--- config.mk ---
export PLATFORM = sky130hd
export DESIGN_NAME = riscv_mdu_ctrl
export DESIGN_NICKNAME = d
export VERILOG_FILES = /design/src/rtl/riscv_config_pkg.sv /design/src/rtl/riscv_types_pkg.sv /design/src/rtl/riscv_div_iter.sv /design/src/rtl/riscv_mdu_ctrl.sv
export SDC_FILE = /design/constraint.sdc
export NUM_CORES = 2
export LEC_CHECK = 0
export ABC_CLOCK_PERIOD_IN_PS = 10900
export BUFFER_PORTS_ARGS = -buffer_cell sky130_fd_sc_hd__buf_2
export CAP_MARGIN = 20
export CORE_MARGIN = 4
export CORE_UTILIZATION = 52
export DETAILED_ROUTE_END_ITERATION = 7
export PLACE_DENSITY = 0.73
export SLEW_MARGIN = 25
export SYNTH_ARGS = -nofsm -noshare
export SYNTH_HDL_FRONTEND = slang
export SYNTH_SLANG_ARGS = --single-unit
--- constraint.sdc ---
create_clock -name clk_i -period 10.9 [get_ports clk_i]
set_clock_uncertainty 0.2 [all_clocks]
set_input_delay 3.27 -clock clk_i [delete_from_list [all_inputs] [get_ports clk_i]]
set_output_delay 3.27 -clock clk_i [all_outputs]
set_load 0.01 [all_outputs]
--- src/rtl/riscv_config_pkg.sv ---
// Build-wide configuration for the RISC-V integer core slices.
package riscv_config_pkg;
  localparam int unsigned XLEN = 32;
endpackage

--- src/rtl/riscv_types_pkg.sv ---
// Shared types for the multiply/divide unit: RV32M funct3 opcodes and controller states.
package riscv_types_pkg;
  typedef enum logic [2:0] {
    OP_MUL    = 3'b000,
    OP_MULH   = 3'b001,
    OP_MULHSU = 3'b010,
    OP_MULHU  = 3'b011,
    OP_DIV    = 3'b100,
    OP_DIVU   = 3'b101,
    OP_REM    = 3'b110,
    OP_REMU   = 3'b111
  } mdu_op_e;

  typedef enum logic [1:0] {
    ST_IDLE,
    ST_MUL,
    ST_DIV,
    ST_DONE
  } mdu_state_e;
endpackage

--- src/rtl/riscv_div_iter.sv ---
// Restoring divider datapath on unsigned magnitudes; one quotient bit per enabled cycle.
// The *_nxt outputs expose the result of the step being taken this cycle.
module riscv_div_iter #(
  parameter int unsigned XLEN = 32
) (
  input  logic            clk_i,
  input  logic            rst_i,
  input  logic            load_i,
  input  logic            en_i,
  input  logic [XLEN-1:0] dividend_i,
  input  logic [XLEN-1:0] divisor_i,
  output logic [XLEN-1:0] quo_nxt_o,
  output logic [XLEN-1:0] rem_nxt_o
);
  logic [XLEN-1:0] quo_q, quo_d, rem_q, rem_d, dvs_q, dvs_d;
  logic [XLEN:0]   shifted, trial;

  // trial[XLEN] is the borrow: set when the shifted remainder is below the divisor
  always_comb begin
    shifted   = {rem_q, quo_q[XLEN-1]};
    trial     = shifted - {1'b0, dvs_q};
    quo_nxt_o = {quo_q[XLEN-2:0], ~trial[XLEN]};
    rem_nxt_o = trial[XLEN] ? shifted[XLEN-1:0] : trial[XLEN-1:0];
  end

  always_comb begin
    quo_d = quo_q;
    rem_d = rem_q;
    dvs_d = dvs_q;
    if (load_i) begin
      quo_d = dividend_i;
      rem_d = '0;
      dvs_d = divisor_i;
    end else if (en_i) begin
      quo_d = quo_nxt_o;
      rem_d = rem_nxt_o;
    end
  end

  always_ff @(posedge clk_i) begin
    if (rst_i) begin
      quo_q <= '0;
      rem_q <= '0;
      dvs_q <= '0;
    end else begin
      quo_q <= quo_d;
      rem_q <= rem_d;
      dvs_q <= dvs_d;
    end
  end
endmodule

--- src/rtl/riscv_mdu_ctrl.sv ---
// RV32M multiply/divide controller: single-cycle multiply, 32-step iterative divide.
// Optional RISCV_MDU_DIV_REM_FUSE_EN caches the last divide so the paired DIV/REM returns in one cycle.
module riscv_mdu_ctrl
  import riscv_types_pkg::*;
#(
  parameter int unsigned XLEN = riscv_config_pkg::XLEN
) (
  input  logic            clk_i,
  input  logic            rst_i,
  input  logic            req_valid_i,
  output logic            req_ready_o,
  input  logic [2:0]      req_funct3_i,
  input  logic [XLEN-1:0] req_rs1_i,
  input  logic [XLEN-1:0] req_rs2_i,
  input  logic [4:0]      req_rd_i,
  input  logic            flush_i,
  output logic            resp_valid_o,
  input  logic            resp_ready_i,
  output logic [XLEN-1:0] resp_data_o,
  output logic [4:0]      resp_rd_o,
  output logic            busy_o
);
  localparam logic [XLEN-1:0] INT_MIN = {1'b1, {(XLEN-1){1'b0}}};

  mdu_state_e      state_q, state_d;
  mdu_op_e         op_q, op_d;
  logic [XLEN-1:0] rs1_q, rs1_d, rs2_q, rs2_d, data_q, data_d;
  logic [4:0]      rd_q, rd_d, cnt_q, cnt_d;

  logic            accept, in_div, in_sgn, in_rem, div_zero, ovf, fast, div_last, op_sgn;
  logic            fuse_hit, mul_a_sgn, mul_b_sgn;
  logic [XLEN-1:0] fast_res, fuse_res, dvd_mag, dvs_mag, quo_nxt, rem_nxt, quo_fix, rem_fix;
  logic [2*XLEN-1:0] mul_a, mul_b, prod;

  // Incoming request decode and the one-cycle special cases
  always_comb begin
    in_div   = req_funct3_i[2];
    in_sgn   = ~req_funct3_i[0];
    in_rem   = req_funct3_i[1];
    accept   = req_valid_i & req_ready_o & ~flush_i;
    div_zero = (req_rs2_i == '0);
    ovf      = in_sgn & (req_rs1_i == INT_MIN) & (req_rs2_i == '1);
    fast     = in_div & (div_zero | ovf | fuse_hit);
    if (div_zero)      fast_res = in_rem ? req_rs1_i : '1;
    else if (ovf)      fast_res = in_rem ? '0 : INT_MIN;
    else               fast_res = fuse_res;
    dvd_mag  = (in_sgn & req_rs1_i[XLEN-1]) ? -req_rs1_i : req_rs1_i;
    dvs_mag  = (in_sgn & req_rs2_i[XLEN-1]) ? -req_rs2_i : req_rs2_i;
  end

  riscv_div_iter #(.XLEN(XLEN)) u_div_iter (
    .clk_i      (clk_i),
    .rst_i      (rst_i),
    .load_i     (accept & in_div),
    .en_i       (state_q == ST_DIV),
    .dividend_i (dvd_mag),
    .divisor_i  (dvs_mag),
    .quo_nxt_o  (quo_nxt),
    .rem_nxt_o  (rem_nxt)
  );

  // Sign fixup: quotient negative when signs differ, remainder follows the dividend
  always_comb begin
    div_last = (state_q == ST_DIV) && (cnt_q == 5'd31);
    op_sgn   = ~op_q[0];
    quo_fix  = (op_sgn & (rs1_q[XLEN-1] ^ rs2_q[XLEN-1])) ? -quo_nxt : quo_nxt;
    rem_fix  = (op_sgn & rs1_q[XLEN-1]) ? -rem_nxt : rem_nxt;
  end

  // Sign-extending to 2*XLEN makes one unsigned multiply cover all four variants
  always_comb begin
    mul_a_sgn = ((op_q == OP_MULH) || (op_q == OP_MULHSU)) & rs1_q[XLEN-1];
    mul_b_sgn = (op_q == OP_MULH) & rs2_q[XLEN-1];
    mul_a     = {{XLEN{mul_a_sgn}}, rs1_q};
    mul_b     = {{XLEN{mul_b_sgn}}, rs2_q};
    prod      = mul_a * mul_b;
  end

`ifdef RISCV_MDU_DIV_REM_FUSE_EN
  logic            fz_vld_q, fz_vld_d, fz_sgn_q, fz_sgn_d, fz_rem_op_q, fz_rem_op_d;
  logic [XLEN-1:0] fz_rs1_q, fz_rs1_d, fz_rs2_q, fz_rs2_d, fz_quo_q, fz_quo_d, fz_rem_q, fz_rem_d;

  // Hit only for the complementary op on identical operands and signedness
  always_comb begin
    fuse_hit = fz_vld_q & in_div & (fz_rs1_q == req_rs1_i) & (fz_rs2_q == req_rs2_i)
             & (fz_sgn_q == in_sgn) & (fz_rem_op_q != in_rem);
    fuse_res = in_rem ? fz_rem_q : fz_quo_q;
    fz_vld_d    = fz_vld_q;
    fz_sgn_d    = fz_sgn_q;
    fz_rem_op_d = fz_rem_op_q;
    fz_rs1_d    = fz_rs1_q;
    fz_rs2_d    = fz_rs2_q;
    fz_quo_d    = fz_quo_q;
    fz_rem_d    = fz_rem_q;
    if (flush_i || (accept && !in_div)) begin
      fz_vld_d = 1'b0;
    end else if (div_last) begin
      fz_vld_d    = 1'b1;
      fz_sgn_d    = op_sgn;
      fz_rem_op_d = op_q[1];
      fz_rs1_d    = rs1_q;
      fz_rs2_d    = rs2_q;
      fz_quo_d    = quo_fix;
      fz_rem_d    = rem_fix;
    end
  end

  always_ff @(posedge clk_i) begin
    if (rst_i) begin
      fz_vld_q    <= 1'b0;
      fz_sgn_q    <= 1'b0;
      fz_rem_op_q <= 1'b0;
      fz_rs1_q    <= '0;
      fz_rs2_q    <= '0;
      fz_quo_q    <= '0;
      fz_rem_q    <= '0;
    end else begin
      fz_vld_q    <= fz_vld_d;
      fz_sgn_q    <= fz_sgn_d;
      fz_rem_op_q <= fz_rem_op_d;
      fz_rs1_q    <= fz_rs1_d;
      fz_rs2_q    <= fz_rs2_d;
      fz_quo_q    <= fz_quo_d;
      fz_rem_q    <= fz_rem_d;
    end
  end
`else
  assign fuse_hit = 1'b0;
  assign fuse_res = '0;
`endif

  // FSM: state register
  always_ff @(posedge clk_i) begin
    if (rst_i) state_q <= ST_IDLE;
    else       state_q <= state_d;
  end

  // FSM: next state
  always_comb begin
    state_d = state_q;
    if (flush_i) begin
      state_d = ST_IDLE;
    end else begin
      unique case (state_q)
        ST_IDLE: if (accept) state_d = !in_div ? ST_MUL : (fast ? ST_DONE : ST_DIV);
        ST_MUL:  state_d = ST_DONE;
        ST_DIV:  if (cnt_q == 5'd31) state_d = ST_DONE;
        ST_DONE: if (resp_ready_i) state_d = ST_IDLE;
        default: state_d = ST_IDLE;
      endcase
    end
  end

  // FSM: outputs
  always_comb begin
    req_ready_o  = (state_q == ST_IDLE) & ~rst_i;
    busy_o       = (state_q != ST_IDLE) & ~rst_i;
    resp_valid_o = (state_q == ST_DONE) & ~rst_i & ~flush_i;
    resp_data_o  = data_q;
    resp_rd_o    = rd_q;
  end

  always_comb begin
    op_d   = op_q;
    rs1_d  = rs1_q;
    rs2_d  = rs2_q;
    rd_d   = rd_q;
    data_d = data_q;
    cnt_d  = cnt_q;
    if (accept) begin
      op_d  = mdu_op_e'(req_funct3_i);
      rs1_d = req_rs1_i;
      rs2_d = req_rs2_i;
      rd_d  = req_rd_i;
      cnt_d = '0;
      if (fast) data_d = fast_res;
    end
    if (state_q == ST_MUL) data_d = (op_q == OP_MUL) ? prod[XLEN-1:0] : prod[2*XLEN-1:XLEN];
    if (state_q == ST_DIV) begin
      cnt_d = cnt_q + 5'd1;
      if (div_last) data_d = op_q[1] ? rem_fix : quo_fix;
    end
  end

  always_ff @(posedge clk_i) begin
    if (rst_i) begin
      op_q   <= OP_MUL;
      rs1_q  <= '0;
      rs2_q  <= '0;
      rd_q   <= '0;
      data_q <= '0;
      cnt_q  <= '0;
    end else begin
      op_q   <= op_d;
      rs1_q  <= rs1_d;
      rs2_q  <= rs2_d;
      rd_q   <= rd_d;
      data_q <= data_d;
      cnt_q  <= cnt_d;
    end
  end
endmodule
==> qor.csv <==
metric,value,unit
rsz0062_at_grt,false,
first_pass_iters,6,
hold_buffers,0,
p_per_area,71.8,nW/um^2
antenna_found_initial,9,
hold_viol,0,
min_period_over_period,0.957,
drt_iter0_drc,4052,
io_pins,117,
finalMaxSlewViolations,0,
ir_drop,0.256,mV
setup_violations,0,
crit_fanout,25,
synth_seq_area_share,0.0788,
drive_gt1_frac,0.0569,
worst_pin_slew,1.13,ns
area_growth,5.20,%
layout_min_cycle_time,10.43,ns
cts_tree,yes,
async_reset_ff_frac,0,
rrSetupSlack,0.47,ns
clockBufferDepth,3,
root_buffer,clkbuf_16,
cap_viol_max_count,0,
vias_per_cell,5.75,
cts_buffers,26,
power,3.98,mW
track_usage,0.298,
gp_congestion,1.02,
cts.clk_slew.worst_paths,0.06,ns
cts_resized,0,
fin_util,0.552,
fp.dieH,326,um
crit_required,11.22,ns
fp-row-count,116,
fp.dieW,326,um
worstSetupPathType,register to register,
grt_max_degree,91,
endpoint_kind,register,
fin_nets,7501,
yosysWarnings,0,
synth-edff-count,0,
vias,42708,
synth_fp_nets,7601,
ys.flop_type,dfxtp_1,
io_buffers,116,
hold_class,register to register,
start_kind,register,
cts.sinks,207,
max-slew-margin-rel,0.242,
clock_latency,0.58,ns
start_util,0.524,
cp.arrival,10.75,ns
synth.avg_cell_area,8.56,sq um
grt_pass1_vias,44565,
drc,0,
synth-seq-cells,207,
synth.cell_area,52600,sq um
synth_cell_type_count,101,
syn_inst,6142,
dieArea,106000,sq um
final_antenna_net_count,0,
h-tree-depth,1,
globalRouteOverflowTotal,0,
grt_pass1_wl,251000,um
fmax,95.9,MHz
core_area,100000,sq um
status,"complete, no violations",
post_cts_buffers,0,
tns,0,ns
power_leakage,25.3,nW
wl,156000,um
routedWlPerCell,21.1,um
dp_hpwl,128000,um
cell usage in the layout, fill, tap and decap left out, drive strengths merged, types with 20 or more instances in the layout:
cell	n
nand2b	66
nand4	24
nor3	47
nand3b	37
a31oi	33
inv	1262
nand3	50
nand2	916
and2	322
clkbuf	31
fa	1126
mux2i	70
dfxtp	207
or3	61
buf	222
a21oi	211
and3	26
a211oi	79
a211o	20
xnor2	132
o21ai	208
xor2	60
a21o	41
o31ai	37
nor2	224
ha	256
worst max-delay path, cell delays in order (launching register included):
cell and delay [ns]:
dfxtp_1 0.58, xnor2_1 0.18, nor3b_2 0.59, buf_4 0.42, nand2_1 0.21, fa_1 0.64
fa_1 0.70, fa_1 0.49, fa_1 0.75, inv_1 0.40, fa_1 0.58, fa_1 0.51
fa_1 0.49, inv_1 0.05, fa_1 0.47, inv_1 0.04, ha_1 0.33, and3_1 0.26
and3_1 0.22, and2_1 0.16, a31oi_1 0.13, o21ai_1 0.12, o41ai_1 0.81, o21bai_1 0.19
xnor2_1 0.16, a2111oi_0 0.49, a311o_1 0.18
Yosys cell counts (all sizes together), types with 61 or more instances:
cell type,number,area share
inv,1261,0.090
fa,1126,0.43
nand2,916,0.065
and2,322,0.038
clkbuf,320,0.023
ha,256,0.061
nor2,224,0.016
a21oi,211,0.021
o21ai,208,0.020
dfxtp,207,0.079
xnor2,132,0.022
a211oi,79,0.012
mux2i,70,0.013
nand2b,66,0.0079
or3,61,0.0073
registers in the layout, indices dropped and copies added (netlist names):
signal and flops:
cnt_q 5, op_q 3, resp_data_o 32, resp_rd_o 5, rs1_q 32, rs2_q 32
state_q 2, u_div_iter.dvs_q 32, u_div_iter.quo_q 32, u_div_iter.rem_q 32
kinds of logic (layout without fill, tap and decap cells):
| logic type | after synthesis | count (layout) | share of synthesized area |
|---|---|---|---|
| AO/OA/AOI/OAI | 796 | 796 | 0.0990 |
| buffers and inverters | 1611 | 1531 | 0.116 |
| multiplexers | 77 | 77 | 0.0148 |
| AND/OR/NAND/NOR | 1876 | 1876 | 0.170 |
| flip-flops | 207 | 207 | 0.0788 |
| other | 0 | 4 | 0 |
| adder cells (fa/ha/maj) | 1382 | 1382 | 0.489 |
| XOR/XNOR | 193 | 193 | 0.0324 |
final cells by class:
type / instances / area, sq um
fillers: 9068 / 45000
multi-input cells: 4324 / 42400
inverters: 1261 / 4730
flip-flops and latches: 207 / 4160
well taps: 1357 / 1700
repair buffers: 222 / 1380
clock buffers: 31 / 699
clock inverters: 17 / 230
diodes: 4 / 10.0
stage by stage:
step / cells / hold WS [ns] / area [sq um] / worst slack [ns]
5_1_grt: 7419 / 0.297 / 55300 / 0.0752
6_report: 7423 / 0.271 / 55300 / 0.469
2_1_floorplan: 6142 / 0.236 / 52600 / 1.81
4_1_cts: 7419 / 0.268 / 55300 / 0.569
3_5_place_dp: 7371 / 0.253 / 54400 / 0.563
3_3_place_gp: 7371 / 0.246 / 54400 / 0.914
report_power, final:
| part | leakage [nW] | internal [mW] | total, mW | switching, mW |
|---|---|---|---|---|
| Combinational | 23.2 | 0.724 | 2.12 | 1.40 |
| Sequential | 1.69 | 0.794 | 0.885 | 0.0915 |
| Clock | 0.458 | 0.577 | 0.966 | 0.389 |
final timing paths:
| check | start | end | depth (start not counted) |
|---|---|---|---|
| hold reg to reg | u_div_iter.dvs_q[31] | u_div_iter.dvs_q[31] | 2 |
| setup / recovery | op_q[0] | resp_data_o[24] | 26 |
| hold / removal | u_div_iter.dvs_q[31] | u_div_iter.dvs_q[31] | 2 |
| setup reg to reg | op_q[0] | resp_data_o[24] | 26 |
layer usage:
| layer | GRT usage | share of wire |
|---|---|---|
| met1 | 0.411 | 0.40 |
| met2 | 0.476 | 0.45 |
| met3 | 0.0493 | 0.093 |
| met4 | 0.115 | 0.049 |
| met5 | 0 | 0.00026 |
Power figures use the tool's default switching activity.
